### src/rtl/intr_ctrl.sv
// Interrupt controller: edge-latched, maskable, fixed-priority requests multiplexed
// onto one CPU INTERRUPT level, acknowledged by writing the served index back.
module intr_ctrl #(
    parameter int         N_SRC    = 4,
    parameter logic [7:0] ID_MASK  = 8'h20,
    parameter logic [7:0] ID_PEND  = 8'h21,
    parameter logic [7:0] ID_CAUSE = 8'h22
) (
    input  logic             CLK,
    input  logic             RESET,
    input  logic [N_SRC-1:0] IRQ,
    input  logic [7:0]       PORT_ID,
    input  logic [7:0]       OUT_PORT,
    input  logic             IO_STRB,
    output logic             INTERRUPT,
    output logic [7:0]       RD_DATA,
    output logic             RD_HIT
);
    typedef enum logic [1:0] {IDLE, ASSERT, GAP} state_t;

    state_t           state_q, state_d;
    logic [N_SRC-1:0] mask_q, mask_d;
    logic [N_SRC-1:0] pend_q, pend_d;
    logic [N_SRC-1:0] irq_q;
    logic [N_SRC-1:0] rise, elig, ack_clr;
    logic [2:0]       cause_q, cause_d, first_idx;
    logic             int_q, int_d;
    logic             ack;
    logic             unused_ok;

    assign unused_ok = &{1'b0, OUT_PORT};

    always_comb begin
        rise = IRQ & ~irq_q;
        elig = pend_q & mask_q;
        ack  = IO_STRB && (PORT_ID == ID_CAUSE) && (state_q == ASSERT) &&
               (OUT_PORT[2:0] == cause_q);

        // Scan downward so the lowest eligible index wins.
        first_idx = '0;
        for (int i = N_SRC - 1; i >= 0; i--)
            if (elig[i]) first_idx = 3'(i);

        ack_clr = '0;
        for (int i = 0; i < N_SRC; i++)
            ack_clr[i] = ack && (cause_q == 3'(i));

        // A new edge on the acknowledged bit keeps it pending.
        pend_d = (pend_q & ~ack_clr) | rise;
        mask_d = (IO_STRB && (PORT_ID == ID_MASK)) ? OUT_PORT[N_SRC-1:0] : mask_q;

        state_d = state_q;
        cause_d = cause_q;
        int_d   = int_q;
        case (state_q)
            IDLE: if (|elig) begin
                cause_d = first_idx;
                int_d   = 1'b1;
                state_d = ASSERT;
            end
            ASSERT: if (ack) begin
                int_d   = 1'b0;
                state_d = GAP;
            end
            GAP:     state_d = IDLE;
            default: begin
                state_d = IDLE;
                int_d   = 1'b0;
            end
        endcase
    end

    always_ff @(posedge CLK or posedge RESET) begin
        if (RESET) begin
            state_q <= IDLE;
            mask_q  <= '0;
            pend_q  <= '0;
            irq_q   <= '0;
            cause_q <= '0;
            int_q   <= 1'b0;
        end else begin
            state_q <= state_d;
            mask_q  <= mask_d;
            pend_q  <= pend_d;
            irq_q   <= IRQ;
            cause_q <= cause_d;
            int_q   <= int_d;
        end
    end

    always_comb begin
        RD_DATA = 8'h00;
        if (PORT_ID == ID_MASK)       RD_DATA = 8'(mask_q);
        else if (PORT_ID == ID_PEND)  RD_DATA = 8'(pend_q);
        else if (PORT_ID == ID_CAUSE) RD_DATA = {5'b0, cause_q};
    end

    assign RD_HIT    = (PORT_ID == ID_MASK) || (PORT_ID == ID_PEND) || (PORT_ID == ID_CAUSE);
    assign INTERRUPT = int_q;
endmodule

### config.mk
export PLATFORM = sky130hd
export DESIGN_NAME = intr_ctrl
export DESIGN_NICKNAME = d
export VERILOG_FILES = /design/src/rtl/intr_ctrl.sv
export SDC_FILE = /design/constraint.sdc
export NUM_CORES = 1
export LEC_CHECK = 0
export BUFFER_PORTS_ARGS = -buffer_cell sky130_fd_sc_hd__buf_2
export CAP_MARGIN = 10
export CORE_AREA = 2 2 54 56
export DETAILED_ROUTE_END_ITERATION = 7
export DIE_AREA = 0 0 56 58
export PLACE_DENSITY = 0.57
export SYNTH_ARGS = -nofsm -noshare
export SYNTH_HDL_FRONTEND = slang
export SYNTH_SLANG_ARGS = --single-unit
export TNS_END_PERCENT = 10
### constraint.sdc
create_clock -name CLK -period 3.2 [get_ports CLK]
set_clock_uncertainty 0.1 [all_clocks]
set_input_delay 0.32 -clock CLK [delete_from_list [all_inputs] [get_ports CLK]]
set_output_delay 0.32 -clock CLK [all_outputs]
set_load 0.02 [all_outputs]
==> results of run 1 <==
-- final cells by class --
type	count	area (um2)
timing repair buffer	24	120.1
clock inverter	1	5.005
inverter	5	18.77
tap	31	38.79
sequential	17	425.4
multi-input combinational	60	422.9
fill	276	1609
clock buffer	3	22.52
-- cells by family after synthesis --
| kind of cell | synth area share |
|---|---|
| simple gates | 0.2011 |
| compound gates | 0.1369 |
| flops | 0.4749 |
| buf+inv | 0.06564 |
| mux | 0.1075 |
| xor+xnor | 0.009778 |
| other cells | 0.004186 |
-- path summary, 6_finish.rpt --
path | startpoint | to
min in group CLK | IRQ[1] | irq_q[1]
setup / recovery | PORT_ID[4] | RD_DATA[2]
hold / removal | RESET | pend_q[1]
max in group asynchronous | RESET | cause_q[0]
setup reg to reg | cause_q[1] | pend_q[0]
hold reg to reg | irq_q[0] | pend_q[0]
-- state kept, by name, indices dropped and copies added (netlist names) --
register,count
INTERRUPT,1
irq_q,4
state_q,2
cause_q,2
pend_q,4
mask_q,4
-- layout by cell type, fill, tap and decap left out, drive strengths merged, types with 2 or more instances in the layout --
cell and instances:
mux2i 4, nand2 4, buf 24, mux2 5, nor2b 2, clkbuf 3, nor3 4, a22oi 2
nand2b 2, a211oi 2, o21ai 6, nor4b 2, conb 4, inv 5, nor2 9, a21oi 4
dfrtp 17
-- worst max-delay path: stages --
cell and delay, ns:
buf_2 0.11, nor4b_4 0.36, nand2_4 0.13, nor3_1 0.19, buf_2 0.19
-- layer usage --
metal,track usage,routed length [um],vias to the layer above
met5,0,0,-
met4,0.06803,32,0
met3,0.02902,134,4
met2,0.2050,859,29
met1,0.1495,793,341
li1,-,-,344
-- report_power, final --
part / leakage [nW] / switching [mW] / total, mW / internal (mW)
Combinational: 0.288 / 0.0290 / 0.0503 / 0.0213
Clock: 0.0177 / 0.0677 / 0.114 / 0.0464
Sequential: 0.196 / 0.00603 / 0.227 / 0.221
-- stage by stage --
stage / hold WS (ns) / setup WS [ns]
floorplan: 0.1461 / 1.514
global placement: 0.2961 / 1.411
detailed placement: 0.3091 / 1.385
CTS: 0.01834 / 1.456
global route: 0.02266 / 1.398
finish: -0.003616 / 1.464
==> impl_metrics.ini, run 1 <==
[place]
post_dp_cell_area_um2 = 1026
dpl.hpwl_mm = 1.403
io_buffers = 24
dp_cells = 137
place.gp.congestion = 0.7867

[setup_path]
crit_path_end_kind = output pin
ff2ff_setup_slack_ns = 1.61
crit_required_ns = 2.78
reg2regPathDepth = 4
worstPathArrival_ns = 1.32
critPathLaunchType = primary input
crit_type = primary input to output pin
cp_max_fo = 7

[route]
vias = 718
wl_per_cell_um = 12.90
drcViolationCount = 0
wirelength_mm = 1.819
postRouteAntennaNets = 0
drt_iter0_drc = 5
avgViaCountPerCell = 5.092
first_pass_iters = 4

[sta]
finalCriticalPeriod_ns = 1.736
max_slew_margin = 0.5725
worst_pin_slew_ns = 0.6406
rsz0062_at_grt = false
finalSetupViolCount = 0
hold_slack_ns = -0.003616
fin_setup_tns_ns = 0
hold_violations = 10
report.final.slew_viol_count = 0
finalCritPeriodShare = 0.5426
max_freq_ghz = 0.5760

[min_path]
holdCritPathClass = primary input to asynchronous set/reset pin

[status]
outcome = complete, but fails checks
violations = hold timing

[final_layout]
area_growth_pct = 17.60
drive_gt1_frac = 0.3364
fin_nets = 134
final_cell_count_no_fill = 141
final_cell_area_um2 = 1054
fin_util = 0.3957
num_antenna_cells = 0

[yosys]
ys.flop_type = dfrtp_1
postSynthCellCount = 85
yosysTopAreaCell = dfrtp_1
synthArstFlopShare = 1.000
synth_edf_count = 0
yosys_warnings = 0
synth_area_um2 = 895.9
ys_seq_elements = 17
synth.avg_cell_area_um2 = 10.54
yosysSeqAreaShare = 0.4749
netlist_top_cells_area = dfrtp_1, mux2_2, mux2i_1, nor2_1, buf_4
ys_types = 32
synth_most_common_cell = dfrtp_1
synth_common_cells = dfrtp_1, nor2_1, inv_1, mux2_2, o21ai_0
synth_top_area_share = 0.4749

[power]
p_leak_nw = 0.5021
p_per_area_nw_per_um2 = 372.0
ir_drop_v = 0.0002210
total_power_mw = 0.3919

[clock_network]
cts_resized = 0
cts_inserted_buffers = 3
postCtsHoldBufs = 0
clk_latency_ns = 0.29
ctsLongestPathBuffers = 2
clock_sinks = 17
cts_setup_buffers = 0
htree_levels = 1
cts_tree = built
path_clk_slew_ns = 0.10
cts_root_buffer = clkbuf_4

[global_routing]
grt-ovfl-total = 0
grt_pass1_vias = 729
grt_pass1_wl_mm = 3.118
antenna_found_initial = 0
grt_use_total = 0.1238
grt_max_degree = 18

[floorplan]
rows = 19
io_pins = 33
start_util = 0.3365
die_h_um = 58
fp.dieArea_um2 = 3248
coreArea_um2 = 2663
die_w_um = 56

[flow_run]
maxCapViolations = 0
Note: power is estimated with default switching activity, not from simulation.
==> run 2, diff against run 1 <==
==> constraint.sdc (replaced) <==
create_clock -name CLK -period 1.6 [get_ports CLK]
set_clock_uncertainty 0.1 [all_clocks]
set_input_delay 0.16 -clock CLK [delete_from_list [all_inputs] [get_ports CLK]]
set_output_delay 0.16 -clock CLK [all_outputs]
set_load 0.02 [all_outputs]
==> impl_metrics.ini, run 2 (same netlist as run 1, synthesis figures left out) <==
[sta]
fin_ws_ns = 0.06683
finalCritPeriodShare = 0.9582
rsz0062_at_grt = true
finalCriticalPeriod_ns = 1.533
hold_slack_ns = 0.01956
worst_pin_slew_ns = 0.6310
max_freq_ghz = 0.6522
hold_violations = 0
report.final.slew_viol_count = 0
finalSetupViolCount = 0
max_slew_margin = 0.5789

[setup_path]
worstPathArrival_ns = 1.27
crit_type = flop to output pin
path_delay_family = flip-flops
crit_required_ns = 1.34
cp_max_fo = 4
ff2ff_setup_slack_ns = 0.07
critPathLaunchType = flop
cp_num_buf_inv = 1
crit_chain = mux2i_1, nor2_1, a21oi_1, nor2_1, buf_2
crit_path_max_incr_delay_ns = 0.43
slowest_stage = dfrtp_1
crit_path_end_kind = output pin
crit_top_cell = nor2_1

[clock_network]
path_clk_slew_ns = 0.10
clock_sinks = 17
htree_levels = 1
clk_latency_ns = 0.29
cts_tree = built
cts_setup_buffers = 0
cts_inserted_buffers = 3
cts_root_buffer = clkbuf_4
ctsLongestPathBuffers = 2

[route]
wl_per_cell_um = 12.58
drcViolationCount = 0
avgViaCountPerCell = 5.006
postRouteAntennaNets = 0
drt_iter0_drc = 2
wirelength_mm = 1.938
vias = 771
first_pass_iters = 4

[final_layout]
drive_gt1_frac = 0.3740
num_antenna_cells = 0
final_cell_mix = buf_2, dfrtp_1, nor2_1, buf_4, dlygate4sd3_1
final_cell_area_um2 = 1179
fin_nets = 147
top_regs = irq_q: 4 flops, mask_q: 4 flops, pend_q: 4 flops
area_growth_pct = 31.56
layout.cells.most_common = buf_2

[global_routing]
grt_pass1_wl_mm = 3.201
use_met2 = 0.2218
grt.busiest_layer = met2
grt_max_degree = 18
grt_use_total = 0.1296
met3_usage = 0.04241
grt_use_met1 = 0.1400
antenna_found_initial = 0
grt_pass1_vias = 735
grt-ovfl-total = 0

[place]
pre_cts_ws_ns = 0.01200
place.gp.congestion = 0.7844
post_dp_cell_area_um2 = 1079
dpl.hpwl_mm = 1.464
io_buffers = 24

[floorplan]
die_h_um = 58
io_pins = 33
rows = 19
fp.dieArea_um2 = 3248
die_w_um = 56
coreArea_um2 = 2663
start_util = 0.3365

[power]
p_leak_nw = 0.5690
ir_drop_v = 0.0005215
p_per_area_nw_per_um2 = 687.8

[flow_run]
maxCapViolations = 0

[status]
outcome = finished clean

[min_path]
holdCritPathClass = primary input to flop
run 2: changes by cell type in the layout (fill, tap and decap cells not counted), sizes merged:
| cell | change |
|---|---|
| dlygate4sd3 | +6 |
| buf | +7 |
run 2: path summary, 6_finish.rpt:
kind                        startpoint          to  cells past startpoint
setup / recovery             pend_q[1]  RD_DATA[1]                      5
hold / removal             OUT_PORT[2]   mask_q[2]                      2
setup reg to reg            state_q[1]   pend_q[1]                      4
hold reg to reg               irq_q[0]   pend_q[0]                      1
max in group asynchronous        RESET  state_q[1]                      3
min in group asynchronous        RESET   pend_q[1]                      3
run 2: area by class of cell:
cell class	instances	area, um2
fill	274	1484
sequential	17	425.4
multi-input combinational	60	435.4
clock inverter	1	5.005
tap	31	38.79
timing repair buffer	37	232.7
inverter	5	18.77
clock buffer	3	22.52
run 2: per-layer routing:
| layer | share of wire | vias up |
|---|---|---|
| li1 | - | 375 |
| met1 | 0.43 | 359 |
| met2 | 0.48 | 31 |
| met3 | 0.073 | 6 |
| met4 | 0.020 | 0 |
| met5 | 0 | - |
run 2: worst register-to-register path: stages (launching register included):
cell and delay (ns):
dfrtp_1 0.40, and4bb_1 0.27, nand4_1 0.24, o31ai_1 0.28, o21ai_0 0.12
run 2: power by group:
part	internal, mW	total, mW	switching (mW)
sequential	0.443	0.452	0.00856
clock	0.0930	0.234	0.141
combinational	0.0592	0.125	0.0660
total	0.595	0.811	0.215
run 2: stage by stage:
stage	utilization	TNS [ns]	power, mW	cells
2_1_floorplan	-	0	0.5305	88
3_3_place_gp	0.4051	0	0.5719	144
3_5_place_dp	0.4051	0	0.5728	144
5_1_grt	0.4427	-0.02122	0.8582	154
4_1_cts	0.4380	0	0.8210	154
6_report	0.4427	0	0.8106	154
run 2: timing repair:
action                     in CTS  in global routing
setup endpoints to repair       0                  3
hold buffers                    6                  0
gates resized for setup         0                  2
hold endpoints to repair       26                  0
